**src/rtl/line_shifter.sv**
```systemverilog
// rtl/line_shifter.sv - framebuffer word FIFO feeding an MSB-first monochrome pixel shifter
module line_shifter #(
    parameter int DEPTH_LOG2 = 4
) (
    input  logic                  clk_i,
    input  logic                  reset_i,
    input  logic [15:0]           dat_i,
    input  logic                  ack_i,
    input  logic                  cyc_i,
    input  logic                  hsync_i,
    input  logic                  vsync_i,
    input  logic                  blank_i,
    input  logic                  dot_en_i,
    input  logic                  err_clr_i,
    output logic                  pixel_o,
    output logic [DEPTH_LOG2:0]   level_o,
    output logic                  full_o,
    output logic                  empty_o,
    output logic                  overflow_o,
    output logic                  underrun_o
);

    localparam int DEPTH = 1 << DEPTH_LOG2;
    localparam logic [DEPTH_LOG2:0]   FULL_LEVEL = {1'b1, {DEPTH_LOG2{1'b0}}};
    localparam logic [DEPTH_LOG2:0]   LVL_ONE    = 1;
    localparam logic [DEPTH_LOG2-1:0] PTR_ONE    = 1;

    logic [15:0]           mem [DEPTH];
    logic [DEPTH_LOG2-1:0] wr_ptr;
    logic [DEPTH_LOG2-1:0] rd_ptr;
    logic [15:0]           shreg;
    logic [4:0]            bits_left;
    logic [15:0]           head;

    logic write_ev, tick, word_done, pop, push, overflow_set, underrun_set;

    assign full_o  = (level_o == FULL_LEVEL);
    assign empty_o = (level_o == '0);
    assign head    = mem[rd_ptr];

    assign write_ev  = cyc_i & ack_i & ~vsync_i;
    assign tick      = dot_en_i & ~blank_i & ~hsync_i & ~vsync_i;
    assign word_done = (bits_left == 5'd0);
    assign pop       = tick & word_done & ~empty_o;
    // A same-cycle pop frees the slot, so a write into a full FIFO still lands.
    assign push         = write_ev & (~full_o | pop);
    assign overflow_set = write_ev & full_o & ~pop;
    assign underrun_set = tick & word_done & empty_o;

    always_ff @(posedge clk_i) begin
        if (push && !reset_i) begin
            mem[wr_ptr] <= dat_i;
        end
    end

    always_ff @(posedge clk_i) begin
        if (reset_i || vsync_i) begin
            wr_ptr  <= '0;
            rd_ptr  <= '0;
            level_o <= '0;
        end else begin
            if (push) wr_ptr <= wr_ptr + PTR_ONE;
            if (pop)  rd_ptr <= rd_ptr + PTR_ONE;
            case ({push, pop})
                2'b10:   level_o <= level_o + LVL_ONE;
                2'b01:   level_o <= level_o - LVL_ONE;
                default: level_o <= level_o;
            endcase
        end
    end

    always_ff @(posedge clk_i) begin
        if (reset_i) begin
            pixel_o   <= 1'b0;
            shreg     <= '0;
            bits_left <= '0;
        end else if (vsync_i || hsync_i) begin
            pixel_o   <= 1'b0;
            bits_left <= '0;
        end else if (blank_i) begin
            pixel_o <= 1'b0;
        end else if (dot_en_i) begin
            if (word_done) begin
                if (!empty_o) begin
                    pixel_o   <= head[15];
                    shreg     <= {head[14:0], 1'b0};
                    bits_left <= 5'd15;
                end else begin
                    pixel_o <= 1'b0;
                end
            end else begin
                pixel_o   <= shreg[15];
                shreg     <= {shreg[14:0], 1'b0};
                bits_left <= bits_left - 5'd1;
            end
        end
    end

    // Set wins over clear so an error in the clearing cycle is not lost.
    always_ff @(posedge clk_i) begin
        if (reset_i) begin
            overflow_o <= 1'b0;
            underrun_o <= 1'b0;
        end else begin
            overflow_o <= (overflow_o & ~err_clr_i) | overflow_set;
            underrun_o <= (underrun_o & ~err_clr_i) | underrun_set;
        end
    end

endmodule

```
**config.mk**
```make
export PLATFORM = sky130hd
export DESIGN_NAME = line_shifter
export DESIGN_NICKNAME = d
export VERILOG_FILES = /design/src/rtl/line_shifter.sv
export SDC_FILE = /design/constraint.sdc
export NUM_CORES = 1
export LEC_CHECK = 0
export ABC_AREA = 1
export BUFFER_PORTS_ARGS = -buffer_cell sky130_fd_sc_hd__buf_2
export CORE_MARGIN = 2
export CORE_UTILIZATION = 40
export DETAILED_ROUTE_END_ITERATION = 8
export GPL_ROUTABILITY_DRIVEN = 0
export SLEW_MARGIN = 0
export SYNTH_ARGS = -nofsm -noshare
export SYNTH_HDL_FRONTEND = slang
export SYNTH_SLANG_ARGS = --single-unit
```
**constraint.sdc**
```tcl
create_clock -name clk_i -period 2.2 [get_ports clk_i]
set_input_delay 0.33 -clock clk_i [delete_from_list [all_inputs] [get_ports clk_i]]
set_output_delay 0.33 -clock clk_i [all_outputs]
set_load 0.02 [all_outputs]
```
Word level (Yosys, flattened, before mapping) --
Memories as Yosys holds them, arrays and structs flattened. A register that Yosys moved wholly into a read port is not among the register bits. Cells that the tools add are included.
Word-level totals: register bits after elaboration 37, RAM bits 256, output and inout port bits 10, logic and storage cells 64, memories kept 1
Memory list:
- mem | depth 16, bits a word 16, read ports 1, clocked after memory_dff 1, write ports 1, line 28 | logic [15:0] mem [DEPTH];
Operators by class: add/subtract/negate cells 5, eq/ne operators 4, muxes and demuxes 11, bitwise logic cells 24, reduce and logical (&&, ||, !) cells 11
Operator list (number):
- $mux W16 | 2
- $and A1 B1 Y1 | 13
- $logic_not A5 Y1 | 2
- $mux W5 | 2
- $pmux W5 S2 | 1
- $sub A5 B1 Y5 const B | 2
- $add A4 B1 Y4 const B | 2
- $mux W4 | 2
- $not A1 Y1 | 8
- $add A5 B1 Y5 const B | 1
- $eq A5 B5 Y1 const B | 1
- $mux W1 | 4
- $reduce_and A4 Y1 | 1
- $or A1 B1 Y1 | 3
- $reduce_and A3 Y1 | 1
- $reduce_or A3 Y1 | 1
- $eq A2 B1 Y1 const B | 1
- $eq A2 B2 Y1 const B | 1
- $logic_or A1 B1 Y1 | 2
- $ne A2 B2 Y1 const B | 1
- $reduce_bool A2 Y1 | 1
- $reduce_or A2 Y1 | 1
- $logic_and A1 B1 Y1 | 1
- $logic_not A1 Y1 | 1

Depth between registers and ports, before layout --
word-level depth 11, gate-level depth with buffers 15, gate-level depth less buffers 15

Least setup slack after synthesis --
No wires, ideal clock.
kind register to register, start point reg bits_left[0], end point mem mem[0][0], enable pin, library setup time 0.388 ns, arrival time 2.002 ns, data required time 1.812 ns, path slack -0.190 ns, stages on the path, launching flop included 11, cell sequence dfxtp_1 -> inv_1 -> ha_1 -> nand3_4 -> nor2_4 -> nand2_4 -> nand2_4 -> nand2_4 -> nor2_1 -> nand2_1 -> nor2_1
Between the ends: longest elaborated chain between the ends 8
Ends and longest elaborated chain:
- start, declared | line 32 | logic [4:0] bits_left;
- start signal, assigned | line 94 | bits_left <= bits_left - 5'd1;
- $logic_not A5 Y1 | line 43 | assign word_done = (bits_left == 5'd0);
- $and A1 B1 Y1 (2 in series) | line 44 | assign pop = tick & word_done & ~empty_o;
- $or A1 B1 Y1 | line 46 | assign push = write_ev & (~full_o | pop);
- $and A1 B1 Y1 | line 46
- $logic_and A1 B1 Y1 | line 51 | if (push && !reset_i) begin
- $mux W1 | line 51
- $mux W1 (not written as such) | line 52 | mem[wr_ptr] <= dat_i;
- end, declared | line 28
Every way passes these cells.

Worst setup path after layout --
start point reg bits_left[1], end point mem mem[15][14], enable pin
Same word-level chain as after synthesis.

==> results.toml <==
[run_status]
status = "finished, final reports clean"

[routing]
firstDrtPassIters = 5
drtAntennaViolNets = 0
wl_per_cell_um = 18.1
wl_um = 32000
viasPerCell = 5.02
first_iter_violations = 763
drcViolationCount = 0
vias = 8885

[critical_path]
crit_required_ps = 2480
crit_start = "bits_left[1]"
r2r_cells = 13
cpPeakStageDelay_ps = 320
regToRegSetupSlack_ps = 90
cp-end-kind = "flip-flop"
slowest_stage = "dfxtp_2"
r2r_end = "mem[15][14]"
critPathMaxFanout = 13
path_class = "flip-flop to flip-flop"
crit_chain = "inv_2 -> ha_4 -> nand3_4 -> nor2_4 -> nand2_4 -> buf_4 -> nand2_4 -> nand2_8 -> clkinv_2 -> nand2_2 -> or2_4 -> nor2_4 -> buf_12"
r2r_start = "bits_left[1]"
cp_data_arrival_time_ps = 2390
startpoint_type = "flip-flop"

[final_layout]
final_nets = 1379
diodes = 0
area_growth_pct = 17.5
drive_gt1_share_pct = 14.5
final_util_pct = 47.7
final_cells = 1770

[power]
power-per-cell-area_nw_per_um2 = 765
power_mw = 11.5
power.static_leakage_nw = 6.10
ir_worst_vdd_mv = 0.709

[synthesis]
syn_inst = 1271
netlist_top_cells_count = "nand2_1 (410), edfxtp_1 (256), nand3_1 (177)"
syn_area_per_cell_um2 = 10.1
synth_most_common_cell = "nand2_1"
yosysWarnings = 0
synth_top_area_share_pct = 60.1
syn_nets = 1307
yosysTopAreaCell = "edfxtp_1"
ys_seq_area_share_pct = 66.4
async_flop_share_pct = 0
synthFlopType = "edfxtp_1"
synthDistinctLibCells = 34
synth_edf_count = 256
synth_seq_cells = 296
synth_area_leaders = "edfxtp_1 (60%), nand2_1 (12%), nand3_1 (6.9%)"
syn_area_um2 = 12800

[timing]
tightestPinTransition_ps = 681
clock_skew_ps = 8.93
fin_crit_sh_pct = 95.9
final-hold-violation-count = 0
grt_setup_unrepaired = "yes"
min_period_ps = 2110
fin_ws_ps = 90.8
setup_violations = 0
maxSlewViolCount = 0
slew_headroom_pct = 54.5
timing.fmax_mhz = 474

[min_path]
holdPathEnd = "overflow_o"
hold_depth = 4
hp-start = "err_clr_i"
hold_class = "input port to flip-flop"

[clock_network]
cts_root_buf = "clkbuf_16"
clock_path_buffers = 3
cts_tree = "yes"
h-tree-depth = 1
clk_latency_ps = 580
ctsHoldBuffers = 0
cts.sinks = 296
clk_pin_slew_ps = 60
cts_buffers = 31

[place]
dp.cells = 1708
post-place-ws_ps = -71.1
place.port_buffers = 34
hpwl_um = 20300

[die]
initial_core_util_pct = 40.6
fp.dieH_um = 183
io_pins = 35
dieArea_um2 = 33400
fp.coreArea_um2 = 31500
rows = 65
die_x_um = 183

[global_routing]
grt_use_total_pct = 19.4
grt_max_degree = 78
antenna_found_initial = 2
grt_pass1_wl_um = 49200
grt_pass1_vias = 8622
globalRoute.totalOverflow = 0

[flow_run]
drv_cap = 0
==> state kept, by name, summed over array words and instances (netlist names), named ones only <==
register / count
mem: 256
shreg: 15
bits_left: 5
level_o: 5
rd_ptr: 4
wr_ptr: 4
overflow_o: 1
pixel_o: 1
underrun_o: 1
==> report_power, final <==
group / internal [mW] / switching, mW / leakage (nW)
Clock: 2.95 / 2.19 / 0.483
Combinational: 0.0649 / 0.196 / 2.99
Sequential: 6.10 / 0.00543 / 2.63
==> critical path, delay by kind of cell (launching register included) <==
| kind | cells | cell delay [ps] |
|---|---|---|
| fa+ha+maj | 1 | 140 |
| buf+inv | 4 | 430 |
| flops | 1 | 320 |
| simple gates | 8 | 910 |
==> how the worst max path moves through the flow <==
stage | end | slack [ps] | depth (start not counted)
after floorplan | mem[0][0] | -190 | 10
after global placement | mem[14][11] | -20 | 12
after detailed placement | mem[6][3] | -70 | 12
after CTS | mem[6][3] | -50 | 12
after global routing | mem[15][5] | -7 | 13
final | mem[15][14] | 90 | 13
==> cells in the final DEF, fill, tap and decap left out, types with 5 or more instances in the layout <==
cell       synthesis  routed
nor2_2             7      13
buf_12             0      19
inv_1            149     146
a21oi_1           37      35
o211ai_1           8       8
edfxtp_1         256     256
clkinv_1           0       7
o21ai_0           16      15
buf_2             22      34
buf_4              6      45
ha_1              10       8
nand2_1          410     407
nor2_1            70      57
nand2_2            2       5
clkinv_2           1       8
nand3_1          177     177
dfxtp_1           40      35
inv_2              4       6
clkbuf_16          0      31
nor2_4             3      10
==> kinds of logic (layout without fill, tap and decap cells) <==
logic type | count (synthesis) | in the layout | synth area share [%]
buffers and inverters | 214 | 311 | 6.80
XOR/XNOR | 4 | 4 | 0.274
AO/OA/AOI/OAI | 65 | 65 | 2.83
adder cells (fa/ha/maj) | 11 | 11 | 1.14
AND/OR/NAND/NOR | 681 | 681 | 22.6
flip-flops | 296 | 296 | 66.4
==> area by class of cell <==
cell class | count | area (um2)
clock buffer | 35 | 791
clock inverter | 23 | 211
fill | 2826 | 16400
inverter | 154 | 581
multi-input combinational | 761 | 3540
sequential | 296 | 8500
tap | 402 | 503
timing repair buffer | 99 | 900
==> what timing repair did <==
| item | in CTS | in global routing |
|---|---|---|
| buffers inserted | 0 | 4 |
| pin swaps | 0 | 6 |
| endpoints found under the setup margin | 90 | 258 |
| resized for setup | 3 | 18 |
==> through the flow <==
step	hold slack, ps	TNS, ps	cell area [um2]
after CTS	10.1	-1950	14900
final	27.2	0	15000
after detailed placement	457	-5350	13900
after floorplan	429	-36530	12800
after global placement	452	-375	13900
after global routing	32.6	-76.9	15000
==> layer usage <==
metal / global-route usage [%] / vias to the layer above / wire (um) / share of wire, %
met2: 32.7 / 268 / 15200 / 47
met1: 25.7 / 4231 / 13800 / 43
met4: 7.10 / 2 / 1100 / 3.4
met3: 2.78 / 64 / 1880 / 5.9
li1: - / 4320 / - / -
met5: 0 / - / 13 / 0.041
(Power assumes the default switching activity.)
